==> config.mk <==
export PLATFORM = sky130hd
export DESIGN_NAME = usb_rx_ctrl
export DESIGN_NICKNAME = d
export VERILOG_FILES = /design/src/rtl/usb_rx_ctrl.sv
export SDC_FILE = /design/constraint.sdc
export NUM_CORES = 1
export LEC_CHECK = 0
export ABC_CLOCK_PERIOD_IN_PS = 2600
export BUFFER_PORTS_ARGS = -buffer_cell sky130_fd_sc_hd__buf_2
export CAP_MARGIN = 40
export CORE_MARGIN = 5
export CORE_UTILIZATION = 30
export CTS_BUF_LIST = sky130_fd_sc_hd__clkbuf_4 sky130_fd_sc_hd__clkbuf_8 sky130_fd_sc_hd__clkbuf_16
export DETAILED_ROUTE_END_ITERATION = 8
export GPL_ROUTABILITY_DRIVEN = 0
export PLACE_DENSITY_LB_ADDON = 0.25
export SETUP_SLACK_MARGIN = 0.05
export SLEW_MARGIN = 20
export SYNTH_ARGS = -nofsm -noshare
export SYNTH_HDL_FRONTEND = slang
export SYNTH_SLANG_ARGS = --single-unit
==> constraint.sdc <==
create_clock -name clk -period 2.6 [get_ports clk]
set_input_delay 0.26 -clock clk [delete_from_list [all_inputs] [get_ports clk]]
set_output_delay 0.26 -clock clk [all_outputs]
set_load 0.01 [all_outputs]
==> src/rtl/usb_rx_ctrl.sv <==
// USB full-speed packet receive controller: checks SYNC/PID/length, streams DATA payload
// into the RX FIFO while holding back the last two bytes (CRC16), and reports status.
module usb_rx_ctrl (
  input  logic       clk,
  input  logic       n_rst,
  input  logic       byte_valid,
  input  logic [7:0] rx_byte,
  input  logic       eop,
  input  logic       bit_err,
  input  logic [6:0] buffer_occupancy,
  output logic [2:0] rx_packet,
  output logic       rx_data_ready,
  output logic       rx_transfer_active,
  output logic       rx_error,
  output logic       flush,
  output logic       store_rx_packet_data,
  output logic [7:0] rx_packet_data,
  output logic [2:0] dbg_state
);

  typedef enum logic [2:0] {
    S_IDLE, S_PID, S_TOKEN, S_DATA, S_HSHAKE, S_ERR_WAIT
  } state_t;

  // Handshake: byte_valid/eop/bit_err are single-cycle pulses with no back-pressure;
  // every output is a registered response visible the cycle after the pulse.

  state_t     state, state_d, mid_state;
  logic [1:0] cnt, cnt_mid, cnt_d;
  logic [1:0] fill, fill_mid, fill_d;
  logic [7:0] h0, h1, h0_d, h1_d;
  logic       byte_ev, line_err, byte_err, eop_ev, eop_err, err_any;
  logic       sync_ok, store_now, pid_ok;
  logic [2:0] pid_code;

  logic [2:0] pkt_d;
  logic       ready_d, active_d, err_d, flush_d, store_d;
  logic [7:0] data_d;

  assign dbg_state = state;

  always_ff @(posedge clk or negedge n_rst) begin
    if (!n_rst) state <= S_IDLE;
    else        state <= state_d;
  end

  // Next state: the byte is applied first, then eop against the updated state/count/fill.
  always_comb begin
    byte_ev   = byte_valid & ((state == S_IDLE) | ~bit_err);
    line_err  = bit_err & (state != S_IDLE) & (state != S_ERR_WAIT);
    pid_ok    = (rx_byte[7:4] == ~rx_byte[3:0]);
    case (rx_byte[3:0])
      4'b0001: pid_code = 3'd1;
      4'b1001: pid_code = 3'd2;
      4'b0011: pid_code = 3'd3;
      4'b1011: pid_code = 3'd4;
      4'b0010: pid_code = 3'd5;
      4'b1010: pid_code = 3'd6;
      4'b1110: pid_code = 3'd7;
      default: pid_code = 3'd0;
    endcase
    if (!pid_ok) pid_code = 3'd0;

    mid_state = state;
    cnt_mid   = cnt;
    fill_mid  = fill;
    byte_err  = 1'b0;
    sync_ok   = 1'b0;
    store_now = 1'b0;
    if (line_err) begin
      mid_state = S_ERR_WAIT;
    end else if (byte_ev) begin
      case (state)
        S_IDLE:
          if (rx_byte == 8'h80) begin
            sync_ok   = 1'b1;
            mid_state = S_PID;
          end else begin
            byte_err = 1'b1;
          end
        S_PID:
          case (pid_code)
            3'd1, 3'd2:       mid_state = S_TOKEN;
            3'd3, 3'd4:       mid_state = S_DATA;
            3'd5, 3'd6, 3'd7: mid_state = S_HSHAKE;
            default:          byte_err  = 1'b1;
          endcase
        S_TOKEN:
          if (cnt == 2'd2) byte_err = 1'b1;
          else             cnt_mid  = cnt + 2'd1;
        S_HSHAKE: byte_err = 1'b1;
        S_DATA:
          if (fill == 2'd2) begin
            if (buffer_occupancy >= 7'd64) byte_err  = 1'b1;
            else                           store_now = 1'b1;
          end else begin
            fill_mid = fill + 2'd1;
          end
        default: ;
      endcase
      if (byte_err) mid_state = S_ERR_WAIT;
    end

    // Every eop seen outside IDLE ends the packet, successfully or not.
    eop_ev  = eop & (mid_state != S_IDLE);
    eop_err = 1'b0;
    if (eop_ev) begin
      case (mid_state)
        S_PID:   eop_err = 1'b1;
        S_TOKEN: eop_err = (cnt_mid != 2'd2);
        S_DATA:  eop_err = (fill_mid != 2'd2);
        default: ;
      endcase
    end
    err_any = line_err | byte_err | eop_err;
    state_d = eop_ev ? S_IDLE : mid_state;
  end

  // Registered output and datapath values.
  always_comb begin
    pkt_d   = rx_packet;
    flush_d = 1'b0;
    if (!line_err && byte_ev && state == S_PID && pid_code != 3'd0) begin
      pkt_d   = pid_code;
      flush_d = (pid_code == 3'd3) || (pid_code == 3'd4);
    end
    store_d = store_now;
    data_d  = store_now ? h0 : rx_packet_data;
    ready_d = eop_ev && !eop_err && (mid_state == S_DATA);

    err_d = rx_error;
    if (sync_ok) err_d = 1'b0;
    if (err_any) err_d = 1'b1;

    active_d = rx_transfer_active;
    if (err_any)      active_d = 1'b0;
    else if (flush_d) active_d = 1'b1;
    else if (ready_d) active_d = 1'b0;

    h0_d = h0;
    h1_d = h1;
    if (!line_err && !byte_err && byte_ev && state == S_DATA) begin
      case (fill)
        2'd0:    h0_d = rx_byte;
        2'd1:    h1_d = rx_byte;
        default: begin
          h0_d = h1;
          h1_d = rx_byte;
        end
      endcase
    end
    cnt_d  = (state_d == S_TOKEN) ? cnt_mid : 2'd0;
    fill_d = (state_d == S_DATA) ? fill_mid : 2'd0;
  end

  always_ff @(posedge clk or negedge n_rst) begin
    if (!n_rst) begin
      rx_packet            <= 3'd0;
      rx_data_ready        <= 1'b0;
      rx_transfer_active   <= 1'b0;
      rx_error             <= 1'b0;
      flush                <= 1'b0;
      store_rx_packet_data <= 1'b0;
      rx_packet_data       <= 8'h00;
      cnt                  <= 2'd0;
      fill                 <= 2'd0;
      h0                   <= 8'h00;
      h1                   <= 8'h00;
    end else begin
      rx_packet            <= pkt_d;
      rx_data_ready        <= ready_d;
      rx_transfer_active   <= active_d;
      rx_error             <= err_d;
      flush                <= flush_d;
      store_rx_packet_data <= store_d;
      rx_packet_data       <= data_d;
      cnt                  <= cnt_d;
      fill                 <= fill_d;
      h0                   <= h0_d;
      h1                   <= h1_d;
    end
  end

endmodule

### Word-level counts from Yosys, hierarchy flattened

Cells that the tools add are included.

| word-level totals | value |
|---|---|
| logic and storage cells | 129 |
| bits of input ports | 20 |
| register bits | 39 |

| operators by class | value |
|---|---|
| equal/unequal tests | 31 |
| multiplexer cells | 47 |
| $add $sub $neg | 2 |
| order comparisons | 1 |
| bitwise operators | 11 |
| reduce and logical (&&, ||, !) cells | 25 |

Operators by type and width:

| kind | count |
|---|---|
| $mux 1 | 25 |
| $eq 3x2->1 const B | 8 |
| $pmux 3 s7 | 1 |
| $mux 2 | 10 |
| $mux 3 | 6 |
| $eq 4x4->1 const B | 4 |
| $pmux 8 s2 | 1 |
| $eq 3x3->1 const B | 5 |
| $reduce_bool 3->1 | 4 |
| $eq 3x1->1 const B | 3 |
| $pmux 3 s3 | 1 |
| $eq 4x2->1 const B | 2 |
| $eq 8x8->1 const B | 1 |
| $logic_and 1x1->1 | 8 |
| $ge 7x7->1 const B | 1 |
| $reduce_or 7->1 | 1 |
| $pmux 3 s2 | 1 |
| $pmux 1 s5 | 1 |
| $add 2x1->2 const B | 2 |
| $and 1x1->1 | 4 |
| $eq 2x2->1 const B | 2 |
| $eq 4x1->1 const B | 1 |
| $eq 4x4->1 | 1 |
| $ne 2x2->1 const B | 2 |
| other kinds (14) | 22 |

### Longest topological paths before layout

Gate-level depths: netlist of run 1.

| logic depth | value |
|---|---|
| word-level depth | 21 |
| gate-level depth with buffers | 10 |
| gate-level depth less buffers | 9 |

### Worst setup path after synthesis of run 1

OpenSTA, ideal clock, no wires.

| timing | value |
|---|---|
| kind | register -> register |
| start | register fill[0] |
| end | register h1[4] |
| stages on the path, launching flop included | 9 |
| library setup time | 125 ps |
| arrival time | 2,029 ps |
| required time | 2,475 ps |
| path buffers | 0 |
| setup slack | 446 ps |
| clock period less this slack | 2,154 ps |
| cells stage by stage | dfrtp_1 inv_1 ha_1 and3_1 a221o_1 nand2_1 nand2_2 nor3_4 mux2_2 |

| on the way | value |
|---|---|
| cells in the longest elaborated chain, start to end | 12 |
| elaborated cells on any way between the ends | 14 |
| classes of those cells | eq/ne (1); mux (6); bitwise (1); reduce/logical (6) |

RTL lines:

| what | RTL line | source |
|---|---|---|
| start: declaration | 30 | `logic [1:0] fill, fill_mid, fill_d;` |
| start signal: assignment | 178 | `fill <= fill_d;` |
| $eq 2x2->1 | 93 | `if (fill == 2'd2) begin` |
| $mux 1 | 93 |  |
| $pmux 1 s5 | 73 | `case (state)` |
| $mux 1 | 72 | `end else if (byte_ev) begin` |
| $mux 1 | 70 | `if (line_err) begin` |
| $mux 1 | 72 |  |
| $mux 1 | 70 |  |
| $logic_not 1->1 | 142 | `if (!line_err && !byte_err && byte_ev && state == S_DATA) begin` |
| $logic_and 1x1->1 (3 in series) | 142 |  |
| $reduce_and 2->1 (no source line) * | -- |  |
| end signal: assignment | 168 | `h1 <= 8'h00;` |
| end signal: assignment | 180 | `h1 <= h1_d;` |
| end: declaration | 31 | `logic [7:0] h0, h1, h0_d, h1_d;` |

Every way passes the cells marked *; elsewhere a longest branch is shown, timed or not. The select of a mux whose other input is x is not followed.
A chain may end at the register's enable or synchronous reset.

### Worst setup path in the final report of run 1

| timing | value |
|---|---|
| start | register fill[0] |
| end | register rx_transfer_active |

| on the way | value |
|---|---|
| cells in the longest elaborated chain, start to end | 15 |
| elaborated cells on any way between the ends | 30 |
| classes of those cells | add/sub (1); eq/ne (5); mux (16); bitwise (3); reduce/logical (5) |

RTL lines:

| what | RTL line | source |
|---|---|---|
| $eq 2x2->1 | 93 |  |
| $mux 1 | 93 |  |
| $pmux 1 s5 | 73 |  |
| $mux 1 | 72 |  |
| $mux 1 | 70 |  |
| $mux 3 | 101 | `if (byte_err) mid_state = S_ERR_WAIT;` |
| $mux 3 | 72 |  |
| $mux 3 | 70 |  |
| $eq 3x2->1, or another cell as far along | 108, 129 |  |
| $pmux 1 s3 / $and 1x1->1 (equally long branches) | 108, 105 |  |
| $mux 1 | 107 | `if (eop_ev) begin` |
| $logic_not 1->1 | 129 | `ready_d = eop_ev && !eop_err && (mid_state == S_DATA);` |
| $logic_and 1x1->1 (2 in series) | 129 |  |
| $reduce_bool 3->1 (no source line) | -- |  |
| end signal: assignment | 172 | `rx_transfer_active <= active_d;` |
| end: declaration | 13 | `output logic rx_transfer_active,` |

Parallel ways exist; a longest one is shown, timed or not. The select of a mux whose other input is x is not followed.

==> results.toml, run 1 <==
[synth]
yosysTopAreaCellShare_pct = 47.0
synth_mux_area_share_pct = 14.0
yosysSeqAreaShare_pct = 47.0
netlist_instances = 193
synth_top_family_by_area = "simple AND/OR/NAND/NOR gates"
syn_area_per_cell_um2 = 10.8
syn-num-nets = 218
synth_compound_area_share_pct = 12.0
ys_top_cells_by_area = "dfrtp_1 47%, mux2_2 8.7%, mux2i_1 5.3%"
yosysTopAreaCell = "dfrtp_1"
synth_cell_type_count = 46
syn_area_um2 = 2080
synth_fa_ha_area_share_pct = 3.01
synth-seq-cells = 39
yosys_warnings = 0
yosys.area_share.simple_pct = 18.5
synth_xor_xnor_area_share_pct = 2.11

[cts]
clk_pin_slew_worst_paths_ns = 0.08
cts_sinks = 39
htree_levels = 2
cts-root-buf = "clkbuf_8"
clk_latency_ns = 0.30
clk_path_buf_depth = 2
cts-buffers-inserted = 5
cts_tree = "done"
cts_resized = 0

[cells_and_area]
regArea_um2 = 976
final_cell_mix = "39 x dfrtp_1, 32 x buf_2, 20 x nor2_1"
multi_input_comb_area_um2 = 1030
fin_nets = 255
layout_commonest_cell = "dfrtp_1"
drive_gt1_share_pct = 32.0
postLayoutCoreUtil_pct = 36.5
insertedDiodeCount = 0
final.fill_count = 700
syn_to_final_growth_pct = 18.8
final_area_um2 = 2470

[sta]
rsz0062_at_grt = "false"
min_period_ns = 2.36
setup_viol = 0
drv_slew = 0
max_freq_mhz = 423
post-route-period-util_pct = 90.9
final.setup.tns_ns = 0
relSlewSlack_pct = 66.3
finalClockSkew_ns = 0.00438
worst_slack_ns = 0.237
tightest_slew_ns = 0.501
hold_viol_final = 0

[grt]
grt_pass1_vias = 1520
groute.usage.overall_pct = 10.8
gr-total-overflow = 0
antenna_found_initial = 0
grt_max_degree = 22
grt_first_pass_wirelength_mm = 7.40

[detailed_routing]
first_pass_iters = 4
drt-initial-drc-count = 50
via_per_inst = 4.99
drc = 0
postRouteAntennaNets = 0
wl_per_cell_um = 14.1
drt_wl_total_mm = 4.37
vias = 1551

[critical_path]
regToRegStartpoint = "fill[0]"
start_kind = "register"
end_kind = "register"
reg2reg_slack_ns = 0.24
crit_arrival_ns = 2.55
path_class = "register to register"
timing.rr.end = "rx_transfer_active"
reg2reg_depth = 9
path_max_fanout = 4
cp.required_ns = 2.78

[floorplanning]
start_util_pct = 30.8
core_area_um2 = 6760
die_y_um = 93.2
ios = 39
num_rows = 30
die_w_um = 93.2
die-area_um2 = 8690

[flow_run]
cap_violations = 0

[power_and_ir_drop]
power_density_nw_per_um2 = 516
peakVddDrop_v = 0.000150
p_leak_nw = 1.25

[worst_hold_path]
worstHoldPathType = "primary input to register"
worstHoldStart = "eop"
min_path_cells = 2
worst_hold_path.endpoint = "dbg_state[0]"

[placement]
hpwl_mm = 3.35
io_buffers = 32
place_area_um2 = 2350
place_ws_ns = 0.218

[run_status]
outcome = "complete, no violations"
## cell families (layout without fill, tap and decap cells)
family	after synthesis	count (layout)
simple gates	66	66
flops	39	39
compound gates	37	37
mux	27	27
buf+inv	14	52
fa+ha+maj	5	5
xor+xnor	5	5
## power breakdown
part	internal [W]	total, W	switching [W]	leakage (nW)
logic	0.0000512	0.000134	0.0000823	0.657
registers	0.000612	0.000620	0.00000789	0.537
clock network	0.000286	0.000522	0.000235	0.0581
total	0.000949	0.00127	0.000326	1.25
## cell type report
cell class | instances | share of cell area, %
well taps | 80 | 4.05
clock inverters | 3 | 1.77
multi-input cells | 140 | 41.7
inverters | 6 | 0.912
repair buffers | 38 | 9.22
clock buffers | 5 | 2.79
flip-flops and latches | 39 | 39.5
## flip-flops by register name (all words and copies together) (netlist names), 2 cells and up
| register | cells |
|---|---|
| fill | 2 |
| rx_packet_data | 8 |
| dbg_state | 3 |
| h1 | 8 |
| rx_packet | 3 |
| cnt | 2 |
| h0 | 8 |
## metrics by stage
stage / std cells / power (W) / hold WS (ns)
detailed placement: 302 / 0.000767 / 0.250
finish: 311 / 0.00127 / 0.153
CTS: 311 / 0.00129 / 0.143
global placement: 301 / 0.000761 / 0.440
global route: 311 / 0.00133 / 0.164
floorplan: 193 / 0.000708 / -0.0356
## critical path, stage by stage (launching register included)
cell      delay (ns)
dfrtp_1         0.37
inv_1           0.08
ha_1            0.20
and3_1          0.18
a221o_1         0.40
a311oi_2        0.32
o311ai_0        0.22
a21oi_1         0.16
a31oi_1         0.07
o221a_1         0.25
## worst max-delay path by stage
stage,startpoint,to,slack (ns),depth (start not counted)
after global routing,fill[0],rx_transfer_active,0.09,9
final,fill[0],rx_transfer_active,0.24,9
after global placement,fill[0],h1[5],0.24,8
after CTS,fill[0],rx_transfer_active,0.19,9
after detailed placement,fill[0],rx_transfer_active,0.22,9
after floorplan,fill[0],h1[4],0.45,8
## cells in the mapped netlist, drive strengths merged
| master | n |
|---|---|
| clkbuf | 1 |
| inv | 6 |
| o21a | 1 |
| and2b | 2 |
| dfrtp | 39 |
| xor2 | 5 |
| or2b | 1 |
| nor3 | 4 |
| a21bo | 1 |
| and4 | 1 |
| o31a | 1 |
| and4bb | 1 |
| o221a | 1 |
| a221o | 1 |
| nand3 | 9 |
| o31ai | 1 |
| mux2 | 16 |
| nand4 | 2 |
| a41oi | 2 |
| a31oi | 3 |
| o311ai | 1 |
| a311oi | 2 |
| a22o | 1 |
| a21oi | 15 |
| mux2i | 11 |
| and3b | 1 |
| nor2 | 20 |
| nand2 | 12 |
| o22a | 1 |
| nor4b | 1 |
| nor2b | 5 |
| buf | 7 |
| and3 | 4 |
| o211ai | 1 |
| nand2b | 2 |
| ha | 5 |
| o21ai | 5 |
| nor3b | 1 |
## timing repair
action	4_1_cts	5_1_grt
setup buffers	0	0
endpoints found under the hold margin	18	0
endpoints found under the setup margin	0	1
hold buffers	1	0
## metal layers
layer | GRT usage [%] | share of wire [%] | vias to the layer above
met1 | 14.4 | 47 | 738
met3 | 3.06 | 6.2 | 6
met4 | 4.76 | 1.1 | 0
li1 | - | - | 767
met5 | 0 | 0 | -
met2 | 16.4 | 46 | 40
Power figures use the tool's default switching activity.
==> inputs of run 2 (changes only) <==
--- a/config.mk
+++ b/config.mk
@@ -14,6 +14,7 @@
 export DETAILED_ROUTE_END_ITERATION = 8
 export GPL_ROUTABILITY_DRIVEN = 0
 export PLACE_DENSITY_LB_ADDON = 0.25
+export RECOVER_POWER = 25
 export SETUP_SLACK_MARGIN = 0.05
 export SLEW_MARGIN = 20
 export SYNTH_ARGS = -nofsm -noshare
==> run 2 against run 1 <==
Effect of this change:
- worst hold slack stayed put
- utilization fell by 0.24 points
- via count shrank 0.39%
- clock skew hardly changed
- largest cell class unchanged
- sequential share of layout area is 0.26 points higher
- clock-buffer cell count stayed put
- combinational power down 3%
- register-to-register slack barely moved
- global-route usage stayed put
- flip-flop and latch count unchanged
- worst setup slack unchanged
==> results.toml, run 2 (synthesized netlist as in run 1, its figures left out) <==
[floorplanning]
core_area_um2 = 6760
ios = 39
die_w_um = 93.2
start_util_pct = 30.8
die_y_um = 93.2
die-area_um2 = 8690
num_rows = 30

[grt]
grt_pass1_vias = 1520
grt_max_degree = 22
grt_first_pass_wirelength_mm = 7.40
groute.usage.overall_pct = 10.8
gr-total-overflow = 0
antenna_found_initial = 0

[cells_and_area]
reg_top3 = "h0 x8, h1 x8, rx_packet_data x8"
layout_commonest_cell = "dfrtp_1"
insertedDiodeCount = 0
final.fill_count = 703
fin_nets = 255
final_cell_mix = "39 x dfrtp_1, 31 x buf_2, 20 x nor2_1"
drive_gt1_share_pct = 31.2
syn_to_final_growth_pct = 18.0

[detailed_routing]
drt_wl_total_mm = 4.37
via_per_inst = 4.97
met2WireLength_mm = 2.01
drt-initial-drc-count = 50
first_pass_iters = 4
routed.top_layer = "met4"
postRouteAntennaNets = 0
wl_met1_mm = 2.06
wl_per_cell_um = 14.1
drc = 0
wl_met3_um = 252
vias = 1545

[sta]
drv_slew = 0
tightest_slew_ns = 1.01
hold_ws_ns = 0.153
setup_viol = 0
relSlewSlack_pct = 32.4
rsz0062_at_grt = "false"
max_freq_mhz = 423
post-route-period-util_pct = 90.9
worst_slack_ns = 0.237
min_period_ns = 2.36
final.setup.tns_ns = 0
hold_viol_final = 0
finalClockSkew_ns = 0.00472

[cts]
post-cts-setup-buffer-count = 0
cts_tree = "done"
cts-root-buf = "clkbuf_8"
htree_levels = 2
cts_sinks = 39
clk_latency_ns = 0.30
clk_path_buf_depth = 2
clk_pin_slew_worst_paths_ns = 0.08
cts-buffers-inserted = 5
cts_resized = 0

[worst_hold_path]
worstHoldPathType = "primary input to register"

[critical_path]
slowest_stage = "a221o_1"
crit_arrival_ns = 2.55
end_kind = "register"
worst-path-buf-inv = 1
cpLargestDelayFamily = "compound AO/OA/AOI/OAI gates"
crit_chain = "inv_1 > ha_1 > and3_1 > a221o_1 > a311oi_2 > o311ai_0 > a21oi_1 > a31oi_1 > o221a_1"
crit_path_max_incr_delay_ns = 0.40
path_max_fanout = 4
cp.required_ns = 2.78
path_class = "register to register"
start_kind = "register"

[placement]
place_ws_ns = 0.218
hpwl_mm = 3.35
io_buffers = 32

[run_status]
outcome = "complete, no violations"

[power_and_ir_drop]
power_density_nw_per_um2 = 518
peakVddDrop_v = 0.000150
p_leak_nw = 1.25
power.total_w = 0.00127

[flow_run]
cap_violations = 0
## run 2: worst paths after layout
path | start | end | slack (ns) | cells after the start
max | fill[0] | rx_transfer_active | 0.24 | 9
min | eop | dbg_state[0] | 0.15 | 2
max reg2reg | fill[0] | rx_transfer_active | 0.24 | 9
min reg2reg | rx_packet[0] | rx_packet[0] | 0.49 | 2
max in group asynchronous | n_rst | dbg_state[1] | 0.50 | 3
min in group asynchronous | n_rst | rx_packet_data[2] | 0.65 | 2
## run 2: power by group
part	internal [W]	total, W	switching [W]	leakage (nW)
registers	0.000612	0.000620	0.00000789	0.537
logic	0.0000481	0.000130	0.0000816	0.654
clock network	0.000286	0.000522	0.000236	0.0581
total	0.000946	0.00127	0.000325	1.25
## run 2: per-layer routing
metal / track usage (%) / vias up
met5: 0 / -
met4: 4.76 / 0
met3: 3.06 / 6
met2: 16.4 / 38
met1: 14.4 / 734
li1: - / 767
## run 2: layout make-up
class	count	area (µm²)	share of cell area [%]
flip-flops and latches	39	976	39.8
clock inverters	3	43.8	1.79
inverters	6	22.5	0.918
well taps	80	100	4.08
clock buffers	5	68.8	2.81
multi-input cells	140	1030	42.0
repair buffers	38	211	8.62
## run 2: through the flow
step | area (µm²) | util (%) | cells
floorplan | 2080 | - | 193
global placement | 2320 | 34.3 | 301
detailed placement | 2350 | 34.7 | 302
CTS | 2470 | 36.5 | 311
global route | 2450 | 36.3 | 311
finish | 2450 | 36.3 | 311
## run 2: what timing repair did
item	in CTS	in global routing
endpoints found under the setup margin	0	1
endpoints found under the hold margin	18	0
hold buffers	1	0
==> inputs of run 3 (changes only) <==
--- a/config.mk
+++ b/config.mk
@@ -5,7 +5,7 @@
 export SDC_FILE = /design/constraint.sdc
 export NUM_CORES = 1
 export LEC_CHECK = 0
-export ABC_CLOCK_PERIOD_IN_PS = 2600
+export ABC_CLOCK_PERIOD_IN_PS = 2700
 export BUFFER_PORTS_ARGS = -buffer_cell sky130_fd_sc_hd__buf_2
 export CAP_MARGIN = 40
 export CORE_MARGIN = 5
==> constraint.sdc (replaced) <==
create_clock -name clk -period 2.7 [get_ports clk]
set_input_delay 0.27 -clock clk [delete_from_list [all_inputs] [get_ports clk]]
set_output_delay 0.27 -clock clk [all_outputs]
set_load 0.01 [all_outputs]
==> run 3 against run 2 <==
Effect of this change:
- clock skew shrank 0.0013 ns
- global-route usage is 0.16 points higher
- final area is 0.31% higher
- die area stayed put
- sequential share of layout area shrank 0.12 points
- sequential power fell by 3.7%
- routed wire length increased by 0.71%
- flip-flop and latch count unchanged
- largest cell class unchanged
==> results.toml, run 3 (synthesized netlist as in run 1, its figures left out) <==
[cells_and_area]
reg_top3 = "h0 x8, h1 x8, rx_packet_data x8"
insertedDiodeCount = 0
drive_gt1_share_pct = 31.3
final_area_um2 = 2460
final_cell_mix = "39 x dfrtp_1, 31 x buf_2, 20 x nor2_1"
multi_input_comb_area_um2 = 1030
regArea_um2 = 976
syn_to_final_growth_pct = 18.4
fin_nets = 254
layout_commonest_cell = "dfrtp_1"
final.fill_count = 692

[power_and_ir_drop]
power.total_w = 0.00122
p_leak_nw = 1.24
peakVddDrop_v = 0.000155
power_density_nw_per_um2 = 498

[sta]
max_freq_mhz = 416
tightest_slew_ns = 1.09
post-route-period-util_pct = 89.0
hold_viol_final = 0
final.setup.tns_ns = 0
setup_viol = 0
min_period_ns = 2.40
worst_slack_ns = 0.298
drv_slew = 0
relSlewSlack_pct = 27.1
finalClockSkew_ns = 0.00337
rsz0062_at_grt = "false"

[critical_path]
path_max_fanout = 4
path_class = "register to register"
end_kind = "register"
reg2reg_slack_ns = 0.30
crit_arrival_ns = 2.59
cp.required_ns = 2.89
start_kind = "register"

[cts]
cts_tree = "done"
htree_levels = 2
clk_latency_ns = 0.29
cts-root-buf = "clkbuf_8"
post-cts-setup-buffer-count = 0
cts-buffers-inserted = 5
clk_path_buf_depth = 2
cts_sinks = 39
clk_pin_slew_worst_paths_ns = 0.08

[flow_run]
cap_violations = 0

[grt]
grt_max_degree = 23
antenna_found_initial = 0
grt_use_met2_pct = 17.3
busiest_layer = "met2"
use_met1_pct = 14.1
gr-total-overflow = 0
groute.usage.overall_pct = 11.0
grt_first_pass_wirelength_mm = 7.51
grt_use_met3_pct = 2.98
grt_pass1_vias = 1589

[placement]
place_ws_ns = 0.292
place_area_um2 = 2340
hpwl_mm = 3.37
io_buffers = 32

[floorplanning]
die_w_um = 93.2
die_y_um = 93.2
num_rows = 30
start_util_pct = 30.8
core_area_um2 = 6760
die-area_um2 = 8690
ios = 39

[detailed_routing]
via_per_inst = 5.00
drt_wl_total_mm = 4.40
first_pass_iters = 4
vias = 1550
drc = 0
postRouteAntennaNets = 0
wl_per_cell_um = 14.2
drt-initial-drc-count = 50

[run_status]
outcome = "complete, no violations"

[worst_hold_path]
worstHoldPathType = "primary input to register"
run 3: what timing repair did:
item,in CTS,in global routing
endpoints found under the hold margin,17,0
hold buffers,1,0
resized for setup,0,0
run 3: worst paths after layout:
check,start,to,depth (start not counted)
min in group asynchronous,n_rst,rx_packet_data[2],2
setup / recovery,fill[0],rx_transfer_active,9
hold reg to reg,rx_packet[0],rx_packet[0],2
setup reg to reg,fill[0],rx_transfer_active,9
max in group asynchronous,n_rst,dbg_state[1],3
hold / removal,eop,dbg_state[2],2
run 3: cell type report:
cell class / instances / area share (%)
flip-flops and latches: 39 / 39.7
clock inverters: 3 / 1.78
repair buffers: 37 / 8.90
inverters: 6 / 0.916
multi-input cells: 140 / 41.9
well taps: 80 / 4.07
clock buffers: 5 / 2.80
run 3: metal layers:
layer | up-vias | wire length [µm]
li1 | 766 | -
met1 | 741 | 2120
met2 | 33 | 2020
met3 | 10 | 191
met4 | 0 | 76
met5 | - | 0
run 3: report_power, final:
part           switching (W)  internal, W  leakage, nW
combinational      0.0000803    0.0000492        0.648
sequential        0.00000764     0.000589        0.537
clock               0.000223     0.000275       0.0581
run 3: metrics by stage:
step	instances	hold WS (ns)	util (%)
after floorplan	193	-0.0256	-
after global routing	310	0.157	36.4
after detailed placement	301	0.252	34.6
after global placement	300	0.448	34.2
final	310	0.154	36.4
after CTS	310	0.145	36.4
run 3: worst max-delay path: stages (launching register included):
cell	delay, ns
dfrtp_1	0.37
inv_1	0.08
ha_1	0.20
and3_1	0.18
a221o_1	0.41
a311oi_2	0.34
o311ai_0	0.22
a21oi_1	0.16
a31oi_1	0.07
o221a_1	0.26
